File: src/rtl/mem_pkg.sv
// Shared types for the posted-write memory target: write-bus entry layout
// and the array-slot owner encoding used by the arbiter.
package mem_pkg;

    localparam int ADDR_W = 8;
    localparam int DATA_W = 8;

    // One posted write as it travels through the FIFO.
    typedef struct packed {
        logic [ADDR_W-1:0] addr;
        logic [DATA_W-1:0] data;
    } mem_wr_t;

    // Who owns the single array access slot this cycle.
    typedef enum logic [1:0] {
        SLOT_IDLE  = 2'd0,
        SLOT_READ  = 2'd1,
        SLOT_DRAIN = 2'd2
    } slot_e;

endpackage

File: src/rtl/mem_wr_fifo.sv
// Posted-write FIFO. Holds pending {addr,data} writes in arrival order and
// exposes every entry's address plus a live/valid flag so the owner can
// detect read-after-write hazards against writes not yet in the array.
module mem_wr_fifo
    import mem_pkg::*;
#(
    parameter  int DEPTH = 4,
    localparam int PTR_W = $clog2(DEPTH),
    localparam int LVL_W = PTR_W + 1
) (
    input  logic                         clk,
    input  logic                         rst,
    input  logic                         push,
    input  mem_wr_t                      push_entry,
    input  logic                         pop,
    output mem_wr_t                      head,
    output logic                         full,
    output logic                         empty,
    output logic [LVL_W-1:0]             level,
    output logic [DEPTH-1:0]             ent_valid,
    output logic [DEPTH-1:0][ADDR_W-1:0] ent_addr
);

    mem_wr_t          store_r [DEPTH];
    logic [PTR_W-1:0] wr_ptr_r;
    logic [PTR_W-1:0] rd_ptr_r;
    logic [LVL_W-1:0] level_r;
    logic             do_push_s;
    logic             do_pop_s;

    assign full  = (level_r == LVL_W'(DEPTH));
    assign empty = (level_r == {LVL_W{1'b0}});
    assign level = level_r;
    assign head  = store_r[rd_ptr_r];

    // A push into a full FIFO is only taken when the head leaves this same cycle.
    assign do_pop_s  = pop && !empty;
    assign do_push_s = push && (!full || do_pop_s);

    // Pointer and occupancy bookkeeping; pointers wrap naturally (DEPTH is a power of 2).
    always_ff @(posedge clk) begin
        if (!rst) begin
            wr_ptr_r <= {PTR_W{1'b0}};
            rd_ptr_r <= {PTR_W{1'b0}};
            level_r  <= {LVL_W{1'b0}};
        end else begin
            if (do_push_s) begin
                wr_ptr_r <= wr_ptr_r + PTR_W'(1);
            end
            if (do_pop_s) begin
                rd_ptr_r <= rd_ptr_r + PTR_W'(1);
            end
            case ({do_push_s, do_pop_s})
                2'b10:   level_r <= level_r + LVL_W'(1);
                2'b01:   level_r <= level_r - LVL_W'(1);
                default: level_r <= level_r;
            endcase
        end
    end

    // Entry payload storage; stale slots are masked by ent_valid so no reset is needed.
    always_ff @(posedge clk) begin
        if (do_push_s) begin
            store_r[wr_ptr_r] <= push_entry;
        end
    end

    // An entry is live when its distance from the head is below the fill level.
    for (genvar g = 0; g < DEPTH; g++) begin : g_ent
        logic [PTR_W-1:0] dist_s;
        assign dist_s       = PTR_W'(g) - rd_ptr_r;
        assign ent_valid[g] = ({1'b0, dist_s} < level_r);
        assign ent_addr[g]  = store_r[g].addr;
    end

endmodule

File: src/rtl/mem_slave_buf.sv
// Memory target with posted writes. Incoming writes are buffered in a small
// FIFO and drained into the storage array whenever the single access slot is
// free; reads compete for that slot and wait while any pending write targets
// the same address, so a read never returns data older than an accepted write.
// Address and data widths come from mem_pkg so the FIFO entry type and the
// ports always agree.
module mem_slave_buf
    import mem_pkg::*;
#(
    parameter  int FIFO_DEPTH = 4,
    parameter  int CNT_W      = 8,
    localparam int LVL_W      = $clog2(FIFO_DEPTH) + 1
) (
    input  logic              clk,
    input  logic              rst,
    input  logic              wr_en,
    input  logic [ADDR_W-1:0] addr,
    input  logic [DATA_W-1:0] data,
    input  logic              rd_req,
    input  logic [ADDR_W-1:0] rd_addr,
    output logic              rd_gnt,
    output logic              rd_valid,
    output logic [DATA_W-1:0] rd_data,
    output logic [LVL_W-1:0]  fifo_level,
    output logic              wr_ovf,
    output logic [CNT_W-1:0]  drop_cnt
);

    localparam int MEM_DEPTH = 2 ** ADDR_W;

    mem_wr_t                          push_entry_s;
    mem_wr_t                          head_s;
    logic                             full_s;
    logic                             empty_s;
    logic [FIFO_DEPTH-1:0]            ent_valid_s;
    logic [FIFO_DEPTH-1:0][ADDR_W-1:0] ent_addr_s;
    logic                             hazard_s;
    logic                             pop_s;
    logic                             drop_s;
    slot_e                            slot_s;
    logic [DATA_W-1:0]                mem_r [MEM_DEPTH];

    assign push_entry_s.addr = addr;
    assign push_entry_s.data = data;

    mem_wr_fifo #(
        .DEPTH (FIFO_DEPTH)
    ) u_fifo (
        .clk        (clk),
        .rst        (rst),
        .push       (wr_en),
        .push_entry (push_entry_s),
        .pop        (pop_s),
        .head       (head_s),
        .full       (full_s),
        .empty      (empty_s),
        .level      (fifo_level),
        .ent_valid  (ent_valid_s),
        .ent_addr   (ent_addr_s)
    );

    // Read hazard: the requested address matches any pending write; the write
    // arriving this very cycle is deliberately not part of the compare.
    always_comb begin
        hazard_s = 1'b0;
        for (int i = 0; i < FIFO_DEPTH; i++) begin
            if (ent_valid_s[i] && (ent_addr_s[i] == rd_addr)) begin
                hazard_s = 1'b1;
            end else begin
                hazard_s = hazard_s;
            end
        end
    end

    // Slot arbitration: a full FIFO must drain first, otherwise reads win over drains.
    always_comb begin
        if (full_s && !empty_s) begin
            slot_s = SLOT_DRAIN;
        end else if (rd_req && !hazard_s) begin
            slot_s = SLOT_READ;
        end else if (!empty_s) begin
            slot_s = SLOT_DRAIN;
        end else begin
            slot_s = SLOT_IDLE;
        end
    end

    // Decode the slot owner into grant/pop strobes; a drop is a push into a full FIFO with no drain.
    always_comb begin
        case (slot_s)
            SLOT_READ: begin
                rd_gnt = 1'b1;
                pop_s  = 1'b0;
            end
            SLOT_DRAIN: begin
                rd_gnt = 1'b0;
                pop_s  = 1'b1;
            end
            default: begin
                rd_gnt = 1'b0;
                pop_s  = 1'b0;
            end
        endcase
        drop_s = wr_en && full_s && !pop_s;
    end

    // Storage array: cleared on reset, written only by the FIFO head when draining.
    always_ff @(posedge clk) begin
        if (!rst) begin
            for (int i = 0; i < MEM_DEPTH; i++) begin
                mem_r[i] <= {DATA_W{1'b0}};
            end
        end else if (pop_s) begin
            mem_r[head_s.addr] <= head_s.data;
        end
    end

    // Read return register: one-cycle valid pulse per grant, data held between reads.
    always_ff @(posedge clk) begin
        if (!rst) begin
            rd_valid <= 1'b0;
            rd_data  <= {DATA_W{1'b0}};
        end else begin
            rd_valid <= rd_gnt;
            if (rd_gnt) begin
                rd_data <= mem_r[rd_addr];
            end
        end
    end

    // Overflow tracking: sticky flag plus a saturating count of dropped writes.
    always_ff @(posedge clk) begin
        if (!rst) begin
            wr_ovf   <= 1'b0;
            drop_cnt <= {CNT_W{1'b0}};
        end else if (drop_s) begin
            wr_ovf <= 1'b1;
            if (drop_cnt != {CNT_W{1'b1}}) begin
                drop_cnt <= drop_cnt + CNT_W'(1);
            end
        end
    end

endmodule
File: config.mk
export PLATFORM = sky130hd
export DESIGN_NAME = mem_slave_buf
export DESIGN_NICKNAME = d
export VERILOG_FILES = /design/src/rtl/mem_pkg.sv /design/src/rtl/mem_wr_fifo.sv /design/src/rtl/mem_slave_buf.sv
export SDC_FILE = /design/constraint.sdc
export NUM_CORES = 2
export LEC_CHECK = 0
export ABC_AREA = 1
export CAP_MARGIN = 20
export CORE_UTILIZATION = 60
export DETAILED_ROUTE_END_ITERATION = 10
export HOLD_SLACK_MARGIN = 0.06
export PLACE_DENSITY = 0.8
export SLEW_MARGIN = 20
export SYNTH_ARGS = -nofsm -noshare
export SYNTH_HDL_FRONTEND = slang
export SYNTH_SLANG_ARGS = --single-unit
export TNS_END_PERCENT = 10
File: constraint.sdc
create_clock -name clk -period 5.52 [get_ports clk]
set_clock_uncertainty 0.2 [all_clocks]
set_input_delay 0.552 -clock clk [delete_from_list [all_inputs] [get_ports clk]]
set_output_delay 0.552 -clock clk [all_outputs]
set_load 0.1 [all_outputs]
==> results.json <==
{
  "r2r_end": "mem_r[22][4]",
  "cts_root_buf": "clkbuf_16",
  "cts_setup_buffers": 0,
  "crit_arrival_ns": 4.97,
  "worstMarginPinSlew_ns": 1.17,
  "finalCritPeriodShare_pct": 84.2,
  "synth.distinct_cells": 30,
  "fp.dieW_um": 403,
  "finalWirelength_um": 272000,
  "drt_iter0_markers": 11500,
  "cts_resized": 0,
  "overflow": 0,
  "area.growth.synth_to_final_pct": 8.97,
  "layout.nets": 9661,
  "row_count": 146,
  "critPathMaxFanout": 16,
  "core_um2": 159000,
  "layout-drive-gt1-share_pct": 5.45,
  "slowest_stage": "nor2_4",
  "antenna_found_initial": 8,
  "wl_per_cell_um": 22.8,
  "grt_pass1_wl_um": 405000,
  "cp_common_cell": "nand3_1",
  "peakVddDrop_uv": 838,
  "cp-startpoint": "u_fifo.level[1]",
  "drc": 0,
  "drt-pass1-iter-count": 8,
  "critPathKind": "reg -> reg",
  "worstReg2RegStart": "u_fifo.level[1]",
  "via_per_inst": 6.21,
  "min_period_ns": 4.65,
  "die-area_um2": 163000,
  "cts_num_sinks": 2139,
  "max_cap_violations": 0,
  "ios": 50,
  "hold_end": "u_fifo.store_r[1][2]",
  "power.density_nw_per_um2": 398,
  "htreeDepth": 4,
  "grt_max_degree": 230,
  "netlist_area_um2": 96500,
  "slowest_delay_ns": 0.64,
  "cp-start-kind": "flop",
  "gr-usage-all-layers_pct": 33.0,
  "max_freq_mhz": 215,
  "endpoint_kind": "flop",
  "pre_cts_ws_ns": 0.411,
  "path_clk_slew_ns": 0.06,
  "required_ns": 5.85,
  "ctsHoldBuffers": 1,
  "ant_nets": 0,
  "grt_setup_unrepaired": "false",
  "ys_seq_area_share_pct": 66.3,
  "maxSlewViolCount": 0,
  "grt_pass1_vias": 69700,
  "setup_viol": 0,
  "hold_start": "data[2]",
  "p_total_w": 0.0419,
  "cp_cell_sequence": "inv_1 -> ha_1 -> a21oi_1 -> o21ai_0 -> nand3_1 -> nor3_1 -> nor2_1 -> nand2_2 -> nand3_4 -> nor2_4 -> buf_4 -> nand3_1 -> nand2_1",
  "setup_ws_ns": 0.872,
  "gp_congestion": 0.954,
  "ff2ff_setup_slack_ns": 0.87,
  "leakage_nw": 41.0,
  "ys_ff_latch": 2139,
  "start_util_pct": 60.7,
  "cts_made_buffers": 205,
  "synth_fp_nets": 10000,
  "vias": 74200,
  "insertion_delay_ns": 0.86,
  "min_path_cells": 1,
  "relSlewSlack_pct": 22.1,
  "status": "finished clean",
  "syn_avg_cell_area_um2": 9.68,
  "cts_buffer_depth": 3,
  "synth_cells": 9978,
  "port-buffer-count": 49,
  "dpl.hpwl_um": 161000,
  "die_height_um": 403,
  "fin_setup_tns_ns": 0,
  "synth_warnings": 0,
  "cts_tree": "done",
  "hold_class": "in -> reg",
  "finalHoldViolCount": 0,
  "reg2regPathDepth": 13
}
-- critical path: cells and delay by family (launching register included) --
family,cells,cell delay (ns)
fa+ha+maj,1,0.33
simple gates,8,2.34
compound gates,2,0.45
buf+inv,2,0.55
flops,1,0.41
-- stage by stage --
stage	util [%]	instance area (um^2)	std cells	hold WS, ns
2_1_floorplan	-	96500	9978	0.287
3_5_place_dp	62.0	98700	11600	0.217
3_3_place_gp	62.0	98700	11600	0.212
6_report	66.1	105000	11900	0.129
4_1_cts	66.1	105000	11900	0.0994
5_1_grt	66.1	105000	11900	0.132
-- worst max-delay path by stage --
stage | to | slack [ns] | cells past startpoint
after floorplan | rd_gnt | 1.50 | 10
after global placement | mem_r[38][1] | 0.23 | 13
after detailed placement | mem_r[22][1] | 0.41 | 13
after CTS | mem_r[22][4] | 1.0 | 13
after global routing | mem_r[22][4] | 0.65 | 13
final | mem_r[22][4] | 0.87 | 13
-- report_power, final --
group / switching (W) / total [W] / internal, W
clock network: 0.00605 / 0.0137 / 0.00764
logic: 0.00803 / 0.00960 / 0.00157
registers: 0.000221 / 0.0186 / 0.0184
total: 0.0143 / 0.0419 / 0.0276
-- layer usage --
metal / up-vias / track usage (%) / wire, um
li1: 33000 / - / -
met1: 34700 / 43.7 / 95300
met2: 5495 / 50.8 / 123000
met3: 942 / 8.64 / 39800
met4: 10 / 16.3 / 14100
met5: - / 0 / 59
-- logic make-up after synthesis --
family,count (synthesis),synth area share (%)
XOR/XNOR,14,0.127
flip-flops,2139,66.3
buffers and inverters,823,3.28
AND/OR/NAND/NOR,6935,29.8
AO/OA/AOI/OAI,57,0.376
adder cells (fa/ha/maj),10,0.137
-- synthesized netlist by cell type --
master,number,area (um^2)
a21oi_1,29,145
a32o_1,8,80.1
a32oi_1,8,70.1
buf_1,63,236
buf_2,35,175
buf_4,7,52.6
buf_6,1,11.3
clkbuf_1,645,2420
clkinv_1,3,11.3
dfxtp_1,27,541
edfxtp_1,2112,63400
fa_1,1,20.0
ha_1,9,113
inv_1,63,236
inv_2,6,22.5
nand2_1,2742,10300
nand2_2,48,300
nand3_1,1995,9980
nand3_2,5,50.1
nand3_4,1,17.5
nand4_1,4,25.0
nor2_1,2110,7920
nor2_2,11,68.8
nor2_4,5,56.3
nor3_1,5,25.0
o211ai_1,3,22.5
o21ai_0,9,45.0
or2_2,9,56.3
xnor2_1,8,70.1
xor2_1,6,52.6
-- area by class of cell --
cell class                      count  area, um^2
Fill cell                       11600       53900
Clock inverter                    125        1140
Timing Repair Buffer              189        2190
Antenna cell                        7        17.5
Sequential cell                  2139       64000
Tap cell                         2146        2690
Multi-Input combinational cell   7016       29600
Inverter                           72         295
Clock buffer                      252        5350
-- sequential cells by signal, indices dropped and copies added, names as in the netlist, named ones only --
signal	flops
u_fifo.rd_ptr_r	2
rd_valid	1
rd_data	8
u_fifo.wr_ptr_r	2
drop_cnt	8
u_fifo.level	3
u_fifo.store_r	64
mem_r	2048
wr_ovf	1
-- layout by cell type, fill, tap and decap left out, types with 42 or more instances in the layout --
cell / n
inv_1: 61
buf_4: 90
clkbuf_16: 207
nand2_2: 48
clkinv_1: 44
nand2_1: 2742
buf_12: 51
clkdlybuf4s50_1: 42
clkbuf_1: 45
edfxtp_1: 2112
nor2_1: 2108
nand3_1: 1995
(Power assumes the default switching activity.)
